**config.mk**
```make
export PLATFORM = sky130hd
export DESIGN_NAME = seg_scan_ctrl
export DESIGN_NICKNAME = d
export VERILOG_FILES = /design/src/rtl/seg_pkg.sv /design/src/rtl/seg_scan_ctrl_hex7seg.sv /design/src/rtl/seg_scan_ctrl.sv
export SDC_FILE = /design/constraint.sdc
export NUM_CORES = 1
export LEC_CHECK = 0
export ABC_AREA = 1
export CORE_MARGIN = 3
export CORE_UTILIZATION = 51
export DETAILED_ROUTE_END_ITERATION = 12
export PLACE_DENSITY_LB_ADDON = 0.05
export SETUP_SLACK_MARGIN = 0.15
export SLEW_MARGIN = 10
export SYNTH_ARGS = -nofsm -noshare
export SYNTH_HDL_FRONTEND = slang
export SYNTH_SLANG_ARGS = --single-unit
export TNS_END_PERCENT = 20
```
**constraint.sdc**
```tcl
create_clock -name clk -period 2.3 [get_ports clk]
set_clock_uncertainty 0.15 [all_clocks]
set_input_delay 0.46 -clock clk [delete_from_list [all_inputs] [get_ports clk]]
set_output_delay 0.46 -clock clk [all_outputs]
set_load 0.005 [all_outputs]
```
**src/rtl/seg_pkg.sv**
```systemverilog
// seg_pkg: shared types and constants for the seven-segment scan controller.
//   state_e  : scan FSM states (OFF, BLANK, ON)
//   disp_t   : one captured display image (digits, decimal points, blank mask)
//   SEG_LUT  : active-low {g,f,e,d,c,b,a} pattern per hex nibble
//   SEG_OFF / AN_OFF : all-dark segment and anode values
package seg_pkg;

    typedef enum logic [1:0] {
        ST_OFF   = 2'd0,
        ST_BLANK = 2'd1,
        ST_ON    = 2'd2
    } state_e;

    typedef struct packed {
        logic [15:0] digits;
        logic [3:0]  dp;
        logic [3:0]  blank;
    } disp_t;

    localparam logic [6:0] SEG_OFF = 7'h7F;
    localparam logic [3:0] AN_OFF  = 4'hF;

    // Entry [n] is the pattern for nibble n (index 15 listed first).
    localparam logic [15:0][6:0] SEG_LUT = {
        7'h0E, 7'h06, 7'h21, 7'h46,   // F E d C
        7'h03, 7'h08, 7'h10, 7'h00,   // b A 9 8
        7'h78, 7'h02, 7'h12, 7'h19,   // 7 6 5 4
        7'h30, 7'h24, 7'h79, 7'h40    // 3 2 1 0
    };

endpackage

```
**src/rtl/seg_scan_ctrl_hex7seg.sv**
```systemverilog
// hex7seg: combinational nibble-to-segment decode.
//   nib   in  4  hex value
//   seg_c out 7  active-low {g,f,e,d,c,b,a}
module hex7seg
    import seg_pkg::*;
(
    input  logic [3:0] nib,
    output logic [6:0] seg_c
);

    assign seg_c = SEG_LUT[nib];

endmodule

```
**src/rtl/seg_scan_ctrl.sv**
```systemverilog
// seg_scan_ctrl: time-multiplexed 4-digit seven-segment driver with
// anti-ghost dead time per slot and frame-synchronous double-buffered load.
//   clk, rst_n          clock, async active-low reset
//   en, load            scan enable, capture request
//   digits/dp_in/blank_in  display image to capture
//   an, seg, dp         active-low display drive (registered)
//   digit_sel           index of the digit being driven (registered)
//   frame_done          one-cycle pulse at each frame wrap
// Optional feature: define LEADING_ZERO_SUPPRESS_EN to darken leading zeros.
module seg_scan_ctrl
    import seg_pkg::*;
#(
    parameter int unsigned DIV_WIDTH = 17,
    parameter int unsigned BLANK_CYC = 64
) (
    input  logic        clk,
    input  logic        rst_n,
    input  logic        en,
    input  logic        load,
    input  logic [15:0] digits,
    input  logic [3:0]  dp_in,
    input  logic [3:0]  blank_in,
    output logic [3:0]  an,
    output logic [6:0]  seg,
    output logic        dp,
    output logic [1:0]  digit_sel,
    output logic        frame_done
);

    localparam logic [DIV_WIDTH-1:0] BLANK_LAST = DIV_WIDTH'(BLANK_CYC - 1);

    state_e               state_q, state_d;
    logic [DIV_WIDTH-1:0] cnt_q, cnt_d;
    logic [1:0]           idx_q, idx_d;
    disp_t                act_q, act_d;
    disp_t                pend_q, pend_d;
    logic                 pend_v_q, pend_v_d;
    logic [3:0]           an_q, an_d;
    logic [6:0]           seg_q, seg_d;
    logic                 dp_q, dp_d;
    logic [1:0]           sel_q, sel_d;
    logic                 fd_q, fd_d;

    disp_t      load_val_c;
    logic       tick_c, wrap_c, blank_c;
    logic [3:0] nib_c, lz_c;
    logic [6:0] dec_c;

    assign load_val_c = '{digits: digits, dp: dp_in, blank: blank_in};
    assign tick_c     = (state_q != ST_OFF) && (cnt_q == '1);
    assign wrap_c     = tick_c && (idx_q == 2'd3);
    assign nib_c      = 4'(act_q.digits >> {idx_q, 2'b00});

    // Leading-zero mask: digit i dark when nibbles i..3 are all zero.
`ifdef LEADING_ZERO_SUPPRESS_EN
    always_comb begin
        lz_c    = 4'b0000;
        lz_c[3] = (act_q.digits[15:12] == 4'h0);
        lz_c[2] = lz_c[3] && (act_q.digits[11:8] == 4'h0);
        lz_c[1] = lz_c[2] && (act_q.digits[7:4] == 4'h0);
    end
`else
    assign lz_c = 4'b0000;
`endif

    assign blank_c = act_q.blank[idx_q] | lz_c[idx_q];

    hex7seg u_hex7seg (
        .nib   (nib_c),
        .seg_c (dec_c)
    );

    // Scan FSM, refresh counter and digit index.
    always_comb begin
        state_d = state_q;
        cnt_d   = cnt_q;
        idx_d   = idx_q;
        if (!en) begin
            state_d = ST_OFF;
            cnt_d   = '0;
            idx_d   = 2'd0;
        end else begin
            case (state_q)
                ST_OFF: state_d = ST_BLANK;
                ST_BLANK: begin
                    cnt_d = cnt_q + DIV_WIDTH'(1);
                    if (cnt_q == BLANK_LAST) state_d = ST_ON;
                end
                ST_ON: begin
                    cnt_d = cnt_q + DIV_WIDTH'(1);
                    if (tick_c) begin
                        state_d = ST_BLANK;
                        idx_d   = idx_q + 2'd1;
                    end
                end
                default: state_d = ST_OFF;
            endcase
        end
    end

    // Double buffer: direct write while OFF, otherwise swap only at frame wrap.
    always_comb begin
        act_d    = act_q;
        pend_d   = pend_q;
        pend_v_d = pend_v_q;
        if (state_q == ST_OFF) begin
            if (load) begin
                act_d    = load_val_c;
                pend_v_d = 1'b0;
            end
        end else if (wrap_c) begin
            if (pend_v_q) act_d = pend_q;
            if (load)     pend_d = load_val_c;
            pend_v_d = load;
        end else if (load) begin
            pend_d   = load_val_c;
            pend_v_d = 1'b1;
        end
    end

    // Display drive, one cycle behind state/idx.
    always_comb begin
        an_d  = AN_OFF;
        seg_d = SEG_OFF;
        dp_d  = 1'b1;
        sel_d = idx_q;
        fd_d  = wrap_c;
        if (state_q == ST_ON) begin
            an_d = ~(4'b0001 << idx_q);
            if (!blank_c) begin
                seg_d = dec_c;
                dp_d  = ~act_q.dp[idx_q];
            end
        end
    end

    always_ff @(posedge clk or negedge rst_n) begin
        if (!rst_n) begin
            state_q  <= ST_OFF;
            cnt_q    <= '0;
            idx_q    <= 2'd0;
            act_q    <= '0;
            pend_q   <= '0;
            pend_v_q <= 1'b0;
            an_q     <= AN_OFF;
            seg_q    <= SEG_OFF;
            dp_q     <= 1'b1;
            sel_q    <= 2'd0;
            fd_q     <= 1'b0;
        end else begin
            state_q  <= state_d;
            cnt_q    <= cnt_d;
            idx_q    <= idx_d;
            act_q    <= act_d;
            pend_q   <= pend_d;
            pend_v_q <= pend_v_d;
            an_q     <= an_d;
            seg_q    <= seg_d;
            dp_q     <= dp_d;
            sel_q    <= sel_d;
            fd_q     <= fd_d;
        end
    end

    assign an         = an_q;
    assign seg        = seg_q;
    assign dp         = dp_q;
    assign digit_sel  = sel_q;
    assign frame_done = fd_q;

endmodule

```
Yosys cells after proc, flatten, opt, wreduce, memory -nomap -nowiden
Memory sizes are Yosys's and may differ from the RTL's. Index checks and enable logic that the tools add are counted.

Memories kept: 1. Output and inout bits: 15. Bits in latches: 0. Logic and storage cells: 79. Memory bits (writable): 0. Memory bits (read-only): 112. Bits of input ports: 28. Bits in registers: 85.

Bitwise gates (word level): 4. Shift-type cells: 2. Magnitude comparators: 2. Multiply operators: 0. Div/mod/pow operators: 0. Reductions and logical operators: 13. Add/sub/neg operators: 2. Equal/unequal tests: 11. Muxes and demuxes: 29.

Memories: (name not given) (depth 16, width 7, read ports 1, clocked after Yosys merged registers in 0, write ports 0, RTL line seg_scan_ctrl_hex7seg.sv:11) `assign seg_c = SEG_LUT[nib];`.

Operators by type and width (count): 24-bit 2-to-1 mux (4); 17-bit 2-to-1 mux (2); 7-bit 2-to-1 mux (3); 17-bit by 1-bit adder with 17-bit output (second input constant) (1); 17-bit == test (second input constant) (1); 17-bit by 6-bit == test with 1-bit output (second input constant) (1); 16-bit by 4-bit right shift with 4-bit output (1); 2-bit 2-to-1 mux (6); 1-bit 2-to-1 mux (9); 2-bit AND reduction (4); 2-bit nonzero test (4); 1-bit binary-select mux with 2-bit select (3); 3-bit inequality test (second input constant) (2); 2-bit case mux with 3 select lines (1); 4-bit by 5-bit < comparator with 1-bit output (second input constant) (1); 2-bit == test (second input constant) (2); 4-bit 2-to-1 mux (1); 2-bit by 1-bit inequality test with 1-bit output (second input constant) (2); 2-bit inequality test (second input constant) (2); 4-bit NOT (1); 1-bit by 2-bit << shifter with 4-bit output (first input constant) (1); 2-bit by 3-bit < comparator with 1-bit output (second input constant) (1); 3-bit AND reduction (1); 2-bit by 1-bit adder with 2-bit output (second input constant) (1); 6 further kinds (8).

Logic depth before layout (Yosys ltp)
Gate-level depths: netlist of run 1.

Word-level depth: 5. Mapped depth: 11. Depth with buffers taken out: 11.

Cells and area by module
Synthesis of run 1 repeated with hierarchy kept, for this count alone.

Cells, all modules: 488. Area total of the unflattened synthesis: 4225.3 sq um.

Modules (own cells, without submodules): seg_scan_ctrl (times used 1, sequential area each 2142.1 sq um, cells an instance 439, area an instance 3951.3 sq um); hex7seg (times used 1, sequential area each 0.0 sq um, cells an instance 49, area an instance 274.0 sq um).

Worst setup path after synthesis of run 1
OpenSTA, ideal clock, no wires.

Kind: register -> register. Start: register cnt_q[1]. End: register act_q[10] in the netlist's numbering. Path slack: 130 ps. Arrival time: 1893 ps. Period minus slack after synthesis: 2170 ps. Library setup time: 127 ps. Cell stages (with the launch flop): 12. Required time: 2023 ps. Buffers on the path: 2. Path through: dfrtp_1 ha_1 nand2_1 nor2_1 nand3_1 nor4_1 ha_1 nand3_1 o21ai_1 buf_4 buf_4 a31oi_1.

Longest elaborated chain between the ends: 5.

Ends and longest elaborated chain: from (decl) (RTL line seg_scan_ctrl.sv:33) `logic [DIV_WIDTH-1:0] cnt_q, cnt_d;`; from (signal assigned) (RTL line seg_scan_ctrl.sv:152) `cnt_q <= cnt_d;`; 17-bit == test (RTL line seg_scan_ctrl.sv:50) `assign tick_c = (state_q != ST_OFF) && (cnt_q == '1);`; 1-bit logical AND (RTL line seg_scan_ctrl.sv:50); 1-bit logical AND (RTL line seg_scan_ctrl.sv:51) `assign wrap_c = tick_c && (idx_q == 2'd3);`; 2-bit nonzero test (no line); 3-bit AND reduction (no line); to (signal assigned) (RTL line seg_scan_ctrl.sv:154) `act_q <= act_d;`; to (decl) (RTL line seg_scan_ctrl.sv:35) `disp_t act_q, act_d;`.

Every way passes these cells. A chain may end at the register's enable or synchronous reset.

Worst setup path after layout of run 1
Start: register cnt_q[0]. End: register act_q[0] in the netlist's numbering.

The elaborated chain is that of the path after synthesis.

==> results summary, run 1 <==
The run finished, with violations left. The checks that failed: setup timing. The initial antenna violation count is 0. The cell count after synthesis is about 500.

The count of yosys warnings during synthesis is 0. The number of clock buffers added by TritonCTS is 9. OpenSTA, run right after detailed placement, puts the worst setup slack at -58.86 ps. In the post-synthesis netlist, the biggest area contributors are dfrtp_1 43%, nand2_1 12%, dfstp_2 7.5%, nor2_1 5.9%, mux2_2 5.6%. The number of clock sinks seen by CTS is 85.

The final-report max-slew violation count came out at 0. The number of antenna repair diodes is 0. The worst hold path passes through 2 cells.

In this run the deepest clock path goes through 2 buffers. The number of routed nets with antenna violations came out at 0. For hold timing, the worst endpoint is pend_q[19]. Walking the worst path, the cells encountered are ha_2 > nand2_2 > nor2_4 > nand3_4 > nor4_4 > ha_2 > nand3_4 > o21ai_4 > buf_12 > buf_16 > nor2_1 > a31oi_1. The path class of the tightest hold or removal check is reg -> reg.

The number of DRC markers after the initial detailed-route iteration is 138. The startpoint identified for the worst register-to-register timing path is cnt_q[0]. For the worst setup path, the data required time is 2410 ps. The slew of the pin with the lowest slew margin is around 470 ps.

Sorting the synthesized cells by how often they occur yields 138 x nand2_1, 73 x dfrtp_1, 66 x nor2_1. The worst setup path is captured at a flip-flop. TritonCTS built the clock tree. The largest net degree at the start of global routing came out at just over 50. The total of buffers placed on input and output ports came out at 42. For this run, asynchronously set or reset flops after synthesis account for 100.0%. The mean area per synthesized cell came out at 8.663 um^2. The number of levels the H-tree was split into came out at 3. The placer's final routability congestion estimate came out at 0.8845. The setup path with the least slack is of type reg -> reg. Dividing the detail-routed wire length by the instance count gives ~14 um.

The maximum clock frequency came out at roughly 430 MHz. The worst setup margin came out at -24.03 ps. The final period demand of the worst path came out at 2324 ps. The largest fanout on the critical path is 6. The count of endpoints failing hold in the final timing report is 0.

The synthesized netlist devotes 4.755% of its cell area to adder and majority cells. Synthesis inferred 85 register bits. The HPWL after detailed placement is 6098 um.

Summed over its instances, the top area cell type makes up a little over two fifths of the synthesized netlist area. Global routing used 19.81% of the available tracks. The cell count of the worst reg-to-reg path is 12. Yosys instantiated no cell more often than nand2_1. The via count of the first global-routing pass came to 3274. By area, the combinational part of the netlist is dominated by simple AND/OR/NAND/NOR gates. The final routed DRC violation total came out at 0. Cells with a size suffix above 1 make up 20.50% of the layout. The fraction of the mapped netlist area in compound gates came out at 8.113%.

The fraction of the yosys area taken by sequential cells is 50.88%. The total power after layout came out at 0.005715 W. STA classifies the critical path startpoint as a flip-flop. After clock tree synthesis, the clock-pin slew on the worst setup and hold paths is around 90 ps. The net count of the mapped netlist came out at 530.

For this run, the slowest stage of the critical path takes 390 ps. The top-level I/O count is 43. The count of endpoints failing setup in the final report came out at 4.

The number of iterations in the first detailed-routing pass is 4. The detailed-route vias per instance is 5.210. Tracing the worst setup path back leads to its startpoint at cnt_q[0]. The most used flip-flop cell after synthesis is dfrtp_1. The total wire length is 9189 um. The number of standard-cell rows in the floorplan came out at 32. The post-synthesis instance area came out at 0.004210 mm^2. The layout net count came out at 595.

The die area is 0.009382 mm^2. The filler cell count is a little over 600. For this block, the via count after detailed routing is 3428. The clock root buffer master is clkbuf_8.

The area overhead of the layout relative to synthesis came out at 26.95%. The final critical path takes up 101.0% of the cycle. The setup TNS after final layout is -68.51 ps. The die width came out at 96.86 um. Setup repair after global routing could not meet its margin everywhere. Headroom to the max-slew limit came out at 68.92%.

In the synthesized netlist, mux cells make up 5.617% of the area. The share of the core filled with cells came out at 67.77%. The synthesized netlist contains 34 unique library cells. The max-capacitance violation count is 0.

The basic-gate share of the synthesized area counting and, or, nand and nor cells is 24.52%. The signal arrival time at the worst endpoint came out at 2430 ps. The worst hold-check slack is between 300 and 400 ps. The global-route wire length before repair is 15300 um. In this run the most critical hold path is launched from pend_q[19]. The worst register-to-register path ends at act_q[0].

At the later pin of the worst-skew pair, clock insertion delay measures between 300 and 400 ps. For this configuration, the core starts out at a cell density of 53.38%. The xor and xnor fraction of the mapped netlist area is 0%. For this design the ratio of total power to cell area is 1069 mW/mm^2.

The analysis attributes to cell leakage a power of approximately 2.5 nW. The worst-case vdd ir drop came out at 0.0006022 V. On the critical path the largest part of the delay comes from simple AND/OR/NAND/NOR gates. The number of flops mapped to enable cells by yosys is 0. From bottom edge to top edge, the die measures 96.86 um. The area of the placeable core is between 0.007 and 0.008 mm^2. The largest individual stage delay along the critical path comes from the cell dfrtp_1. The setup check on the worst reg-to-reg path leaves a slack of -20 ps. Together, buffers and inverters on the worst path number 2. The post-synthesis cell type with the largest combined area is dfrtp_1. Summed over all layers, the global routing overflow is 0.
==> how the worst max path moves through the flow <==
stage | to | cells after the start
6_report | act_q[0] | 12
5_1_grt | act_q[14] | 11
4_1_cts | act_q[18] | 11
3_5_place_dp | act_q[18] | 11
3_3_place_gp | act_q[2] | 11
2_1_floorplan | act_q[10] | 11
==> report_power, final <==
group          switching, W  internal (W)  leakage (nW)  total, W
combinational       0.00126       0.00100          1.32   0.00226
clock              0.000538      0.000644         0.110   0.00118
sequential         0.000268       0.00201          1.02   0.00227
==> through the flow <==
| step | cells | area (um^2) |
|---|---|---|
| finish | 658 | 5345 |
| global route | 658 | 5345 |
| CTS | 653 | 5210 |
| detailed placement | 631 | 4858 |
| global placement | 631 | 4858 |
| floorplan | 486 | 4257 |
==> worst reg2reg max path: cells and delay by family (launching register included) <==
family	cells	cell delay [ps]
buffers and inverters	2	270
flip-flops	1	390
adder cells (fa/ha/maj)	2	450
AO/OA/AOI/OAI	2	420
AND/OR/NAND/NOR	6	550
==> flip-flops by register name, summed over array words and instances, names as in the netlist <==
signal / cells
act_q: 24
seg: 7
idx_q: 2
an: 4
pend_q: 24
frame_done: 1
pend_v_q: 1
cnt_q: 17
dp: 1
digit_sel: 2
state_q: 2
==> final cells by class <==
type	count	area, um^2	share of cell area [%]
Clock buffer	11	141.4	2.645
Clock inverter	5	81.33	1.522
Inverter	38	145.1	2.715
Multi-Input combinational cell	345	1936	36.21
Sequential cell	85	2145	40.12
Tap cell	102	127.6	2.388
Timing Repair Buffer	72	769.5	14.40
==> kinds of logic after synthesis <==
logic type / count (synthesis)
AND/OR/NAND/NOR: 252
flip-flops: 85
AO/OA/AOI/OAI: 56
buffers and inverters: 56
multiplexers: 21
adder cells (fa/ha/maj): 16
==> metal layers <==
layer  vias to the layer above  share of wire (%)  track usage, %  routed length (um)
met5                         -                  0               0                   0
met4                         0                2.0           7.451                 182
met3                        16                4.4           3.028                 401
met2                        92                 49           33.12                4473
met1                      1609                 45           26.03                4132
li1                       1711                  -               -                   -
==> cells in the final DEF, fill, tap and decap left out, drive strengths merged, types with 8 or more instances in the layout <==
cell type and n:
ha 16, clkdlybuf4s50 41, o21ai 19, dfstp 12
a21oi 8, nand2 140, nor2 69, buf 29
dfrtp 73, a31oi 22, nand3 36, mux2 21
clkbuf 12, inv 39
==> repair_timing <==
action,in CTS,in global routing
endpoints found under the hold margin,23,0
hold buffers,1,0
endpoints found under the setup margin,24,32
cloned,2,1
buffers inserted,3,4
resized for setup,4,23
pin swaps,3,4
Note: power is estimated with default switching activity, not from simulation.
==> inputs of run 2 (changes only) <==
--- a/config.mk
+++ b/config.mk
@@ -7,9 +7,11 @@
 export LEC_CHECK = 0
 export ABC_AREA = 1
 export CORE_MARGIN = 3
-export CORE_UTILIZATION = 51
+export CORE_UTILIZATION = 53
+export CTS_BUF_LIST = sky130_fd_sc_hd__clkbuf_4 sky130_fd_sc_hd__clkbuf_8
 export DETAILED_ROUTE_END_ITERATION = 12
 export PLACE_DENSITY_LB_ADDON = 0.05
+export RECOVER_POWER = 25
 export SETUP_SLACK_MARGIN = 0.15
 export SLEW_MARGIN = 10
 export SYNTH_ARGS = -nofsm -noshare
==> results summary, run 2 (same netlist as run 1, synthesis figures left out) <==
After the first detailed-routing iteration, the DRC count stood at 175. Based on the critical path, the design can be clocked at up to 440.5 MHz. The launch point of the worst hold path is idx_q[1].

Leaving out fill and tap cells, the most frequent cells in the layout are 137 x nand2_1, 73 x dfrtp_1, 63 x nor2_1. The total power after layout came out at 0.005667 W. The signal arrival time at the worst endpoint is about 2400 ps. The path type of the worst setup path is reg -> reg. For the worst setup path, the data required time is 2390 ps. The share of the clock period used by the worst path after layout is 98.71%. The area overhead of the layout relative to synthesis is 25.85%. The total of buffers placed on input and output ports came out at 42.

The critical path starts at cnt_q[1]. TritonCTS built the clock tree. The worst-case vdd ir drop is 0.0006210 V. 0 antenna diodes ended up in the layout.

For this run, design rule violations remaining after detail routing come to 0. The flow ran to the end, and the final reports show no timing, DRC or antenna violations. The final-report max-slew violation count came to 0. Entering global routing, the biggest net connects 44 pins. For flop-to-flop paths, the worst setup slack is a little under 30 ps. The number of cells on the worst hold path is 0.

The placer's final routability congestion estimate came out at around 0.90. The endpoint of the worst hold path is digit_sel[1]. The power share of the sequential group came out at between 40% and 50%. For this design the static power due to leakage is 2.464 nW. The CTS buffer count is 9. The internal power of the cells totals 0.003570 W. The via count of the first global-routing pass is 3396.

The setup slack after placement came out at -71.81 ps. The max-capacitance violation count is 0. The endpoint of the worst-slack reg-to-reg timing path is act_q[22]. The clock insertion delay at the later pin of the skew report is 350 ps. At the pin with the least slew margin, the transition time is 711.5 ps.

The initial core utilization came out at 56.24%. The share of total power in the clock network is about a fifth. The largest registers in the layout are act_q: 24 flops, pend_q: 24 flops, cnt_q: 17 flops.

The number of levels the H-tree was split into is 3. The die area came out at approximately 0.009 mm^2. The detailed-route wire length per cell is 14.27 um.

The type of the most critical hold path is reg -> reg. The power share of the combinational group is 40.7%. Hold timing on the final database bottoms out at a slack of about 340 ps. The category of the worst setup path launch point is a flip-flop. The clock-pin slew on the worst setup and hold paths came out at 90 ps.

The total wire length came out at between 9000 and 10000 um. The share of final-layout standard cells stronger than drive strength 1 is 19.32%. The startpoint identified for the worst register-to-register timing path is cnt_q[1]. Counting I/O delays and the setup requirement, the final critical path takes 2270 ps. The final layout contains 598 nets. The instance count after placement with tap cells included came out at 629.

The detailed-route vias per instance came out at 5.381. The share of the core filled with cells is 70.78%. The first global-routing pass estimated 15620 um of wire. Dividing total power by cell area gives a power density of 1069 mW/mm^2. The sum of overflow across all layers after global routing came out at 0. Summed over all nets, the switching power comes to 0.002097 W. In this run the worst path has a maximum fanout of 10. The share of total power consumed by net switching came out at between 30% and 40%. The count of placed standard cells in the final layout, fillers left out came out at around 660. The initial antenna violation count came out at 0.

The library cell used most frequently in the layout, excluding fill and tap cells, is nand2_1. The count of endpoints failing hold in the final timing report came out at 0. The core region is about 0.0075 mm^2.

The worst register-to-register path has a depth of 12. The number of standard-cell rows in the floorplan came out at 31. The number of iterations in the first detailed-routing pass came out at 5. Clock tree synthesis selected as its root buffer the cell clkbuf_8. The worst setup margin came out at 29.61 ps. Setup repair after global routing could not meet its margin everywhere. The count of endpoints failing setup in the final report came out at 0. The worst setup path is captured at a flip-flop. The tree built by TritonCTS fans out to between 80 and 90 sinks. The global-route usage over all layers is 22.43%. The maximum count of clock buffers along a single path is 2. The worst slew slack as a fraction of its limit is 52.56%. During I/O placement, the number of pins put on the boundary was 43. The number of routed nets with antenna violations is 0. The die width came out at ~95 um. The HPWL after detailed placement came out at 6347 um. The total via count in the routed design came out at 3541. The die height is 95.13 um.
## run 2: stage by stage
step,area (um^2),TNS [ps]
2_1_floorplan,4257,0
3_3_place_gp,4862,0
3_5_place_dp,4862,-757.6
4_1_cts,5211,0
5_1_grt,5299,-650.7
6_report,5299,0
## run 2: worst max-delay path by stage
stage / end / slack [ps] / depth (start not counted)
global placement: act_q[9] / 50 / 10
detailed placement: act_q[7] / -70 / 11
CTS: act_q[5] / 80 / 12
global route: act_q[22] / -40 / 12
floorplan: act_q[10] / 160 / 11
finish: act_q[22] / 30 / 12
## run 2: timing repair
action                     4_1_cts  5_1_grt
hold buffers                     1        0
buffers inserted                 5        4
pin swaps                        4        4
setup endpoints to repair       24       27
gates cloned                     2        1
gates resized for setup          4       13
hold endpoints to repair        26        0
## run 2: critical path, stage by stage, from the launching register on
cell and delay [ps]:
dfrtp_1 380, ha_2 200, nand2_2 70, nor2_4 90, nand3_2 100, nor4_4 170, ha_2 260, nand3_4 80
o21ai_4 160, buf_12 150, buf_12 110, clkbuf_16 150, a31oi_1 70
## run 2: cell type report
cell class | count | area [um^2]
fill | 574 | 2187
multi-input combinational | 345 | 1903
clock inverter | 5 | 60.06
timing repair buffer | 75 | 777.0
clock buffer | 11 | 145.1
tap | 99 | 123.9
inverter | 38 | 147.6
sequential | 85 | 2142
## run 2: routing by layer
layer | vias up | wire, um | GRT usage, %
met4 | 0 | 165 | 6.851
met2 | 107 | 4711 | 38.02
li1 | 1718 | - | -
met1 | 1696 | 4013 | 28.63
met5 | - | 0 | 0
met3 | 20 | 497 | 5.051
## run 2: power by group through the flow
stage	Clock, W	Combinational [W]	Sequential (W)
after CTS	0.00111	0.00220	0.00226
final	0.00109	0.00230	0.00227
after global placement	0	0.00195	0.00228
after floorplan	0	0.00152	0.00221
after global routing	0.00119	0.00256	0.00233
after detailed placement	0	0.00201	0.00229
==> inputs of run 3 (changes only) <==
--- a/config.mk
+++ b/config.mk
@@ -9,6 +9,7 @@
 export CORE_MARGIN = 3
 export CORE_UTILIZATION = 53
 export CTS_BUF_LIST = sky130_fd_sc_hd__clkbuf_4 sky130_fd_sc_hd__clkbuf_8
+export CTS_CLUSTER_DIAMETER = 200
 export DETAILED_ROUTE_END_ITERATION = 12
 export PLACE_DENSITY_LB_ADDON = 0.05
 export RECOVER_POWER = 25
==> results of run 3 <==
The final DEF is identical to that of run 2; final timing and power are the same.
